[src/rtl/frame_buffer_ctrl.sv]
// ---------------------------------------------------------------------------
// frame_buffer_ctrl
//   Ping-pong frame store controller sitting between the host pixel stream
//   and the LED driver. Two frame banks live in one external RAM; the bank
//   is selected by the RAM address MSB. The host always fills the back bank,
//   the driver always reads the front bank, and the banks swap only on a
//   driver latch request after a complete frame has been written, so the
//   driver never displays a torn frame.
//
// Ports:
//   i_clk, i_rst_n          clock, asynchronous active-low reset
//   i_wr_data/valid/sof     host beat (one channel sample), sof marks ch 0
//   o_wr_ready              beat accepted this cycle when valid & ready
//   i_drv_addr, i_drv_read  driver read address / enable (zero latency)
//   i_drv_drq               driver latch strobe, rising edge requests swap
//   o_ram_raddr, o_ram_re   RAM read port {front bank, i_drv_addr}
//   o_ram_waddr/wdata/we    RAM write port {back bank, ptr}, registered
//   o_bank                  current front bank
//   o_swap                  one-cycle pulse when the banks swap
//   o_err_short             one-cycle pulse when an early SOF aborts a frame
//   o_swap_count            wrapping count of swaps since reset
// ---------------------------------------------------------------------------
module frame_buffer_ctrl #(
  parameter int c_ledboards = 30,
  parameter int c_channels  = c_ledboards * 32,
  parameter int c_addr_w    = $clog2(c_channels),
  parameter int c_bps       = 12,
  parameter int c_cnt_w     = 16
) (
  input  logic                i_clk,
  input  logic                i_rst_n,
  input  logic [c_bps-1:0]    i_wr_data,
  input  logic                i_wr_valid,
  input  logic                i_wr_sof,
  output logic                o_wr_ready,
  input  logic [c_addr_w-1:0] i_drv_addr,
  input  logic                i_drv_read,
  input  logic                i_drv_drq,
  output logic [c_addr_w:0]   o_ram_raddr,
  output logic                o_ram_re,
  output logic [c_addr_w:0]   o_ram_waddr,
  output logic [c_bps-1:0]    o_ram_wdata,
  output logic                o_ram_we,
  output logic                o_bank,
  output logic                o_swap,
  output logic                o_err_short,
  output logic [c_cnt_w-1:0]  o_swap_count
);

  typedef enum logic [1:0] {
    s_idle = 2'd0,
    s_fill = 2'd1,
    s_full = 2'd2
  } state_t;

  localparam logic [c_addr_w-1:0] c_ptr_zero = '0;
  localparam logic [c_addr_w-1:0] c_ptr_one  = c_addr_w'(1);
  localparam logic [c_addr_w-1:0] c_ptr_last = c_addr_w'(c_channels - 1);
  localparam logic [c_cnt_w-1:0]  c_cnt_one  = c_cnt_w'(1);

  state_t                state_q,   state_d;
  logic [c_addr_w-1:0]   ptr_q,     ptr_d;
  logic                  pending_q, pending_d;
  logic                  bank_q,    bank_d;
  logic                  drq_q;
  logic                  we_q,      we_d;
  logic [c_addr_w:0]     waddr_q,   waddr_d;
  logic [c_bps-1:0]      wdata_q,   wdata_d;
  logic                  swap_q,    swap_d;
  logic                  err_q,     err_d;
  logic [c_cnt_w-1:0]    cnt_q,     cnt_d;

  logic                  wr_ready_s;
  logic                  accept_s;
  logic                  drq_rise_s;

  assign accept_s   = i_wr_valid & wr_ready_s;
  assign drq_rise_s = i_drv_drq & ~drq_q;

  // State register: FSM state, write pointer, bank, and registered outputs.
  always_ff @(posedge i_clk or negedge i_rst_n) begin
    if (!i_rst_n) begin
      state_q   <= s_idle;
      ptr_q     <= c_ptr_zero;
      pending_q <= 1'b0;
      bank_q    <= 1'b0;
      drq_q     <= 1'b0;
      we_q      <= 1'b0;
      waddr_q   <= '0;
      wdata_q   <= '0;
      swap_q    <= 1'b0;
      err_q     <= 1'b0;
      cnt_q     <= '0;
    end else begin
      state_q   <= state_d;
      ptr_q     <= ptr_d;
      pending_q <= pending_d;
      bank_q    <= bank_d;
      drq_q     <= i_drv_drq;
      we_q      <= we_d;
      waddr_q   <= waddr_d;
      wdata_q   <= wdata_d;
      swap_q    <= swap_d;
      err_q     <= err_d;
      cnt_q     <= cnt_d;
    end
  end

  // Next-state logic: write FSM plus the swap request that overrides it.
  always_comb begin
    state_d   = state_q;
    ptr_d     = ptr_q;
    pending_d = pending_q;
    bank_d    = bank_q;
    we_d      = 1'b0;
    waddr_d   = waddr_q;
    wdata_d   = wdata_q;
    swap_d    = 1'b0;
    err_d     = 1'b0;
    cnt_d     = cnt_q;

    case (state_q)
      s_idle: begin
        // Without an SOF the beat's position is unknown, so it is dropped.
        if (accept_s && i_wr_sof) begin
          we_d    = 1'b1;
          waddr_d = {~bank_q, c_ptr_zero};
          wdata_d = i_wr_data;
          if (c_channels == 1) begin
            state_d   = s_full;
            pending_d = 1'b1;
            ptr_d     = c_ptr_zero;
          end else begin
            state_d = s_fill;
            ptr_d   = c_ptr_one;
          end
        end else begin
          state_d = s_idle;
        end
      end

      s_fill: begin
        if (accept_s) begin
          we_d    = 1'b1;
          wdata_d = i_wr_data;
          if (i_wr_sof) begin
            // Early SOF: restart the frame in place, flag the short frame.
            err_d   = 1'b1;
            waddr_d = {~bank_q, c_ptr_zero};
            ptr_d   = c_ptr_one;
          end else begin
            waddr_d = {~bank_q, ptr_q};
            if (ptr_q == c_ptr_last) begin
              state_d   = s_full;
              pending_d = 1'b1;
              ptr_d     = c_ptr_zero;
            end else begin
              ptr_d = ptr_q + c_ptr_one;
            end
          end
        end else begin
          state_d = s_fill;
        end
      end

      s_full: begin
        state_d = s_full;
      end

      default: begin
        state_d   = s_idle;
        ptr_d     = c_ptr_zero;
        pending_d = 1'b0;
      end
    endcase

    // pending is only ever set on entry to s_full, so a swap never races
    // with an accepted beat and the back bank stays consistent.
    if (drq_rise_s && pending_q) begin
      bank_d    = ~bank_q;
      pending_d = 1'b0;
      state_d   = s_idle;
      swap_d    = 1'b1;
      cnt_d     = cnt_q + c_cnt_one;
    end else begin
      swap_d = 1'b0;
    end
  end

  // Output logic: ready from state, read path is pure pass-through.
  always_comb begin
    wr_ready_s  = (state_q != s_full);
    o_wr_ready  = wr_ready_s;
    o_ram_raddr = {bank_q, i_drv_addr};
    o_ram_re    = i_drv_read;
  end

  assign o_ram_we     = we_q;
  assign o_ram_waddr  = waddr_q;
  assign o_ram_wdata  = wdata_q;
  assign o_bank       = bank_q;
  assign o_swap       = swap_q;
  assign o_err_short  = err_q;
  assign o_swap_count = cnt_q;

endmodule
[config.mk]
export PLATFORM = sky130hd
export DESIGN_NAME = frame_buffer_ctrl
export DESIGN_NICKNAME = d
export VERILOG_FILES = /design/src/rtl/frame_buffer_ctrl.sv
export SDC_FILE = /design/constraint.sdc
export NUM_CORES = 1
export LEC_CHECK = 0
export CAP_MARGIN = 10
export CELL_PAD_IN_SITES_DETAIL_PLACEMENT = 2
export CELL_PAD_IN_SITES_GLOBAL_PLACEMENT = 2
export CORE_ASPECT_RATIO = 1.25
export CORE_MARGIN = 2
export CORE_UTILIZATION = 32
export CTS_BUF_LIST = sky130_fd_sc_hd__clkbuf_8
export CTS_CLUSTER_DIAMETER = 30
export DETAILED_ROUTE_END_ITERATION = 6
export GPL_TIMING_DRIVEN = 0
export HOLD_SLACK_MARGIN = 0.1
export PLACE_DENSITY_LB_ADDON = 0.2
export REMOVE_ABC_BUFFERS = 1
export SLEW_MARGIN = 10
export SYNTH_ARGS = -nofsm -noshare
export SYNTH_HDL_FRONTEND = slang
export SYNTH_SLANG_ARGS = --single-unit
[constraint.sdc]
create_clock -name i_clk -period 4.8 [get_ports i_clk]
set_input_delay 0.72 -clock i_clk [delete_from_list [all_inputs] [get_ports i_clk]]
set_output_delay 0.72 -clock i_clk [all_outputs]
set_load 0.03 [all_outputs]
==> results by group <==
Setup path
  • Worst endpoint required time: 4.08 ns
  • Reg-to-reg endpoint: state_q[1]$_DFFE_PN0P_
  • Reg2Reg Depth: 4
  • Slowest CP cell: dfrtp_1
  • Reg-to-reg critical path startpoint: state_q[0]$_DFFE_PN0P_
  • Largest delay contributor family on the critical path: flip-flops
  • Critical path, cell by cell: nand2b_1, clkdlybuf4s50_1
  • Setup crit start kind: register
  • Crit path max fanout: 16
  • Worst Setup End Kind: output port
  • CP peak stage delay: 0.70 ns
  • Setup CP Type: reg2out
  • Flop2flop setup slack: 2.80 ns
  • Critical Path AT: 1.93 ns
  • Buf/Inv on CP: 1

Layout
  • Most frequent cells in the layout: clkdlybuf4s50_1 (60), dfrtp_1 (57), mux2_2 (13)
  • Antenna diodes: 0
  • Commonest non-fill, non-tap cell in the layout: clkdlybuf4s50_1
  • Final Non-Filler Cells: 365
  • Fraction of layout cells with a size suffix above 1: 14.4%
  • Util after Layout: 42.9%
  • Area Overhead vs Synth: 29.5%
  • Nets@finish: 296

Synth
  • Syn Inst Count: 215
  • Synth warn: 0
  • Flops & latches, synth: 57
  • Synth async-reset ratio: 100%
  • Post-synthesis sequential area ratio: 55.3%
  • Synth cell types: 45
  • Predominant post-synthesis flop cell: dfrtp_1
  • Post-Syn Area: 2580 um2
  • Post-synth EDFFs: 0
  • Avg Cell Area, Syn: 12.0 um2

Clock tree
  • Post-cts hold buffer count: 0
  • Max Root-Sink Buffers: 2
  • H-tree depth: 3
  • CTS tree: yes
  • Sink Count: 57
  • Root buffer cell: clkbuf_8
  • Postcts setup bufs: 0
  • Clock transition at path regs: 0.06 ns
  • Clk Latency, worst-skew pair: 0.33 ns
  • Post-cts sizing count: 0
  • TritonCTS buffer count: 9

Pwr
  • Maximum vdd drop: 0.194 mV
  • Total power: 1.38 mW
  • Combinational share of power: 26.0%
  • PD cells: 412 nW/um2
  • Switching share of power: 32.6%
  • Psw: 0.449 mW
  • Sequential share of power: 44.3%
  • Pleak: 1.42 nW
  • Clock network power share: 29.6%
  • Internal Pwr Total: 0.928 mW

Place
  • Final RePlAce weighted congestion: 0.738
  • PortBufs: 61
  • Place WS: 2.01 ns
  • DP HPWL: 4.36 mm
  • Inst Count DP: 350

Drt
  • Routed Wire Length: 6.21 mm
  • WL per Instance: 17.0 um
  • TritonRoute pass-1 iters: 4
  • DR vias/cell: 5.08
  • Via count: 1855
  • Remaining DRCs: 0
  • DR iter-0 viols: 70
  • Antenna viol nets, final: 0

Run status
  • Status: complete, no violations

Global routing
  • GRT overflow: 0
  • GRT Util Overall: 15.6%
  • First-pass GRT wire length: 10.9 mm
  • Vias in the first global route: 2095
  • Initial antenna violation count: 0
  • Largest net degree at the start of global routing: 58

Worst hold path
  • Hold WC Path Type: in2async

Timing
  • Relative slew margins: 49.8%
  • Final Hold Fails: 0
  • Slew Viols, Final: 0
  • Setup TNS Final: 0 ns
  • Minimum clock period: 2.65 ns
  • RSZ-0062 raised after global routing: no
  • Final setup margin: 2.15 ns
  • Worst-Margin Slew: 0.750 ns
  • Maximum achievable frequency: 378 MHz
  • Clk_skew: 0.00584 ns
  • Final setup fails: 0
  • Post-route clock period utilization: 55.1%

Floorplanning
  • Row cnt: 36
  • IO Count: 84
  • Die height: 104 um
  • Core Area: 7790 um2
  • Die ar.: 8800 um2
  • Effective utilization at floorplan: 33.1%
  • Die Width: 84.3 um

Run
  • MaxCap Viol Count: 0
-- stage by stage --
stage | hold WS [ns] | cell area [um2]
6_report | 0.443 | 3340
4_1_cts | 0.472 | 3330
3_5_place_dp | 0.473 | 3150
2_1_floorplan | 0.424 | 2430
5_1_grt | 0.491 | 3340
3_3_place_gp | 0.462 | 3160
-- per-layer routing --
metal,routed length (um),part of all wire (%),vias to the layer above,track usage (%)
met1,2740,44,940,19.9
met2,3070,49,60,24.4
met5,0,0,-,0
met4,93,1.5,0,5.18
li1,-,-,849,-
met3,309,5.0,6,5.48
-- sequential cells by signal, indices dropped and copies added, names as in the netlist --
| name | cells |
|---|---|
| pending_q | 1 |
| o_bank | 1 |
| state_q | 2 |
| ptr_q | 10 |
| o_err_short | 1 |
| o_ram_wdata | 12 |
| drq_q | 1 |
| o_ram_waddr | 11 |
| o_ram_we | 1 |
| o_swap | 1 |
| o_swap_count | 16 |
-- cell type report --
type | instances | area [um2]
Fill cell | 812 | 4450
Sequential cell | 57 | 1430
Multi-Input combinational cell | 131 | 986
Timing Repair Buffer | 61 | 608
Clock buffer | 12 | 165
Tap cell | 95 | 119
Inverter | 6 | 22.5
Clock inverter | 3 | 15.0
-- worst max-delay path by stage --
stage	from	end	slack (ns)	cells past startpoint
after CTS	state_q[0]$_DFFE_PN0P_	o_wr_ready	2.16	2
final	state_q[0]$_DFFE_PN0P_	o_wr_ready	2.15	2
after detailed placement	i_wr_sof	o_ram_wdata[11]$_DFFE_PN0P_	2.01	3
after global placement	i_rst_n	o_swap$_DFF_PN0_	1.08	1
after global routing	state_q[0]$_DFFE_PN0P_	o_wr_ready	2.07	2
after floorplan	i_wr_sof	o_ram_wdata[0]$_DFFE_PN0P_	2.97	2
-- power by group through the flow --
stage	Clock (mW)	Sequential [mW]	Combinational (mW)
CTS	0.424	0.613	0.363
global placement	0	0.617	0.354
detailed placement	0	0.621	0.361
finish	0.408	0.610	0.359
floorplan	0	0.709	0.0979
global route	0.445	0.623	0.387
-- kinds of logic after synthesis --
group,Yosys count,synth area share [%]
adder cells (fa/ha/maj),2,0.970
XOR/XNOR,21,7.13
buffers and inverters,27,6.79
AND/OR/NAND/NOR,60,12.9
flip-flops,57,55.3
multiplexers,14,6.06
AO/OA/AOI/OAI,34,10.8
-- Yosys cell counts, types with 3 or more instances --
cell / number / area (um2)
xor2_1: 10 / 87.6
nor2_1: 11 / 41.3
clkbuf_1: 3 / 11.3
nand2_1: 9 / 33.8
buf_6: 3 / 33.8
and3_1: 4 / 25.0
dfrtp_1: 57 / 1430
a22o_1: 9 / 78.8
nor3_1: 3 / 15.0
xnor2_1: 11 / 96.3
and2_1: 4 / 25.0
buf_4: 13 / 97.6
o21ai_0: 5 / 25.0
mux2_2: 13 / 146
nand4_1: 5 / 31.3
inv_1: 5 / 18.8
nand3_1: 9 / 45.0
-- worst register-to-register path, stage by stage (launching register included) --
cell and delay [ns]:
dfrtp_1 0.70, nor3b_1 0.48, and2_1 0.47, nand2_1 0.11
a21oi_1 0.17
Note: power is estimated with default switching activity, not from simulation.
==> RTL edit (config.mk and constraints unchanged) <==
Remove the register `err_q`: a continuous assignment takes its place, so the output `o_err_short` follows one clock earlier.
--- a/src/rtl/frame_buffer_ctrl.sv
+++ b/src/rtl/frame_buffer_ctrl.sv
@@ -89,7 +89,6 @@
       waddr_q   <= '0;
       wdata_q   <= '0;
       swap_q    <= 1'b0;
-      err_q     <= 1'b0;
       cnt_q     <= '0;
     end else begin
       state_q   <= state_d;
@@ -101,10 +100,11 @@
       waddr_q   <= waddr_d;
       wdata_q   <= wdata_d;
       swap_q    <= swap_d;
-      err_q     <= err_d;
       cnt_q     <= cnt_d;
     end
   end
+
+  assign err_q = err_d;
 
   // Next-state logic: write FSM plus the swap request that overrides it.
   always_comb begin
Formal check against the unedited RTL: not equivalent (Yosys sat finds a counterexample within 4 cycles, from zero or initial values and one cycle with i_rst_n low).
==> RTL edit against the unedited design <==
Routed wire length is 2.8% lower; via count is 0.81% lower; maximum frequency is 16% lower; non-clock buffer count is 1 higher; sequential power is 2% lower; total power is 5.9% lower; clock skew is 0.0070 ns higher; combinational power hardly changed; final area is 2.2% lower; sequential cell count is 1 lower; synthesized area is 0.97% lower; worst setup slack worse by 0.52 ns; core utilization is 0.96 points lower; critical path type is now in -> out; critical endpoint is now o_err_short; largest cell class unchanged; highest routed layer unchanged.
==> RTL edit: results (changes against the unedited design) <==
* Largest net degree at the start of global routing: 57 (-1.7%)
- The number of cells in the finished layout apart from fillers was 358 (-1.9%).
* Final wirelength: 6040 um (-2.8%)
- The clock group total power came to 335 uW (-18%).
* Clock latency at the later pin of the worst-skew pair: 0.30 ns (-0.03 ns)
- Placed instance area: 0.00313 mm^2 (-0.79%)
- The met3 track utilization from global routing came to 0.0381 (-0.0167).
- Total Nets Final: 292 (-1.4%)
- Non-Clock Buffer Count: 62 (+1.6%)
- GR Util All Layers: 0.145 (-0.0106)
* Post-detailed-placement half-perimeter wirelength: 4310 um (-1.2%)
* Combinational share of power: 0.278 (+0.018)
- Worst setup slack after placement: 1.64 ns (-0.376 ns)
* Leakage: 0.00138 uW (-2.9%)
- Slowest stage cell, crit path: sky130_fd_sc_hd__clkdlybuf4s50_1
- The clock buffer count was 7 (-5).
- Multiplexer share of the synthesized area: 0.0612 (+0.000594)
* Seq area share: 0.429 (+0.00215)
* Vias in the first global route: 1,965 (-6.2%)
* Avg Vias per Cell: 5.14 (+1.1%)
* Run status: finished, final reports clean
- # fillers: 802 (-1.2%)
- The share of synthesized area occupied by flip-flops and latches is 0.548 (-0.00438).
- The final instance area was 0.00327 mm^2 (-2.2%).
- The worst relative slew slack came to 0.514 (+0.0161).
- The biggest fanout along the worst timing path is 9 (-7).
* Final worst clock skew: 0.0128 ns (+0.00697 ns)
- Clock transition time at the flip-flop clock pins of the worst setup and hold paths: 0.10 ns (+0.04 ns)
- DRC violation total after the first TritonRoute iteration: 64 (-8.6%)
- Maximum ir drop on the vdd rail: 204 uV (+5.0%)
- The H-tree level count was 2 (-1).
- Met2 Resource Use GR: 0.249 (+0.00538)
- The first-pass GRT wire length was 10,300 um (-5.5%).
- Number of clock buffers inserted by TritonCTS: 5 (-4)
- Critical path origin: i_wr_valid
- GR Layer Usage met1: 0.185 (-0.0149)
- The multi-input logic portion of the cell area is 0.300 (+0.00448).
- The non-clock buffer contribution to total cell area came to 0.190 (+0.00763).
- Average instance area after synthesis: 11.9 um^2 (-0.51%)
- The fraction of final layout cells sized beyond drive strength 1 is 0.125 (-0.0190).
- The cell family contributing the most delay on the critical path is buffers and inverters.
- The end-of-flow core utilization is 0.419 (-0.00963).
* Top post-synthesis cells by count: 56 x sky130_fd_sc_hd__dfrtp_1, 13 x sky130_fd_sc_hd__buf_4, 13 x sky130_fd_sc_hd__mux2_2
- Share of synthesized cell area in full adder, half adder and majority cells: 0.00979 (+0.0000950)
- The switching power of the nets is 416 uW (-7.5%).
- Critical path data arrival time: 2.44 ns (+0.51 ns)
[RTL edit: cell types whose count changed in the layout (fill, tap and decap cells not counted)]
cell                        delta
sky130_fd_sc_hd__clkinv_2      -3
sky130_fd_sc_hd__o21ai_2       +1
sky130_fd_sc_hd__buf_6         +1
sky130_fd_sc_hd__bufinv_16     +1
sky130_fd_sc_hd__o21ai_4       -1
sky130_fd_sc_hd__dfrtp_1       -1
sky130_fd_sc_hd__clkbuf_8      -5
[RTL edit: final timing paths]
kind / endpoint / slack [ns] / depth (start not counted)
min in group i_clk: o_ram_waddr[10] / 0.50 / 2
max: o_err_short / 1.64 / 4
min: o_ram_wdata[6] / 0.46 / 1
max reg2reg: state_q[1] / 2.82 / 4
min reg2reg: o_ram_waddr[10] / 0.50 / 2
max in group asynchronous: ptr_q[4] / 3.85 / 1
[RTL edit: routing by layer]
layer	vias up	share of wire
li1	837	-
met2	56	0.51
met3	2	0.044
met4	0	0.0041
met5	-	0
met1	945	0.44
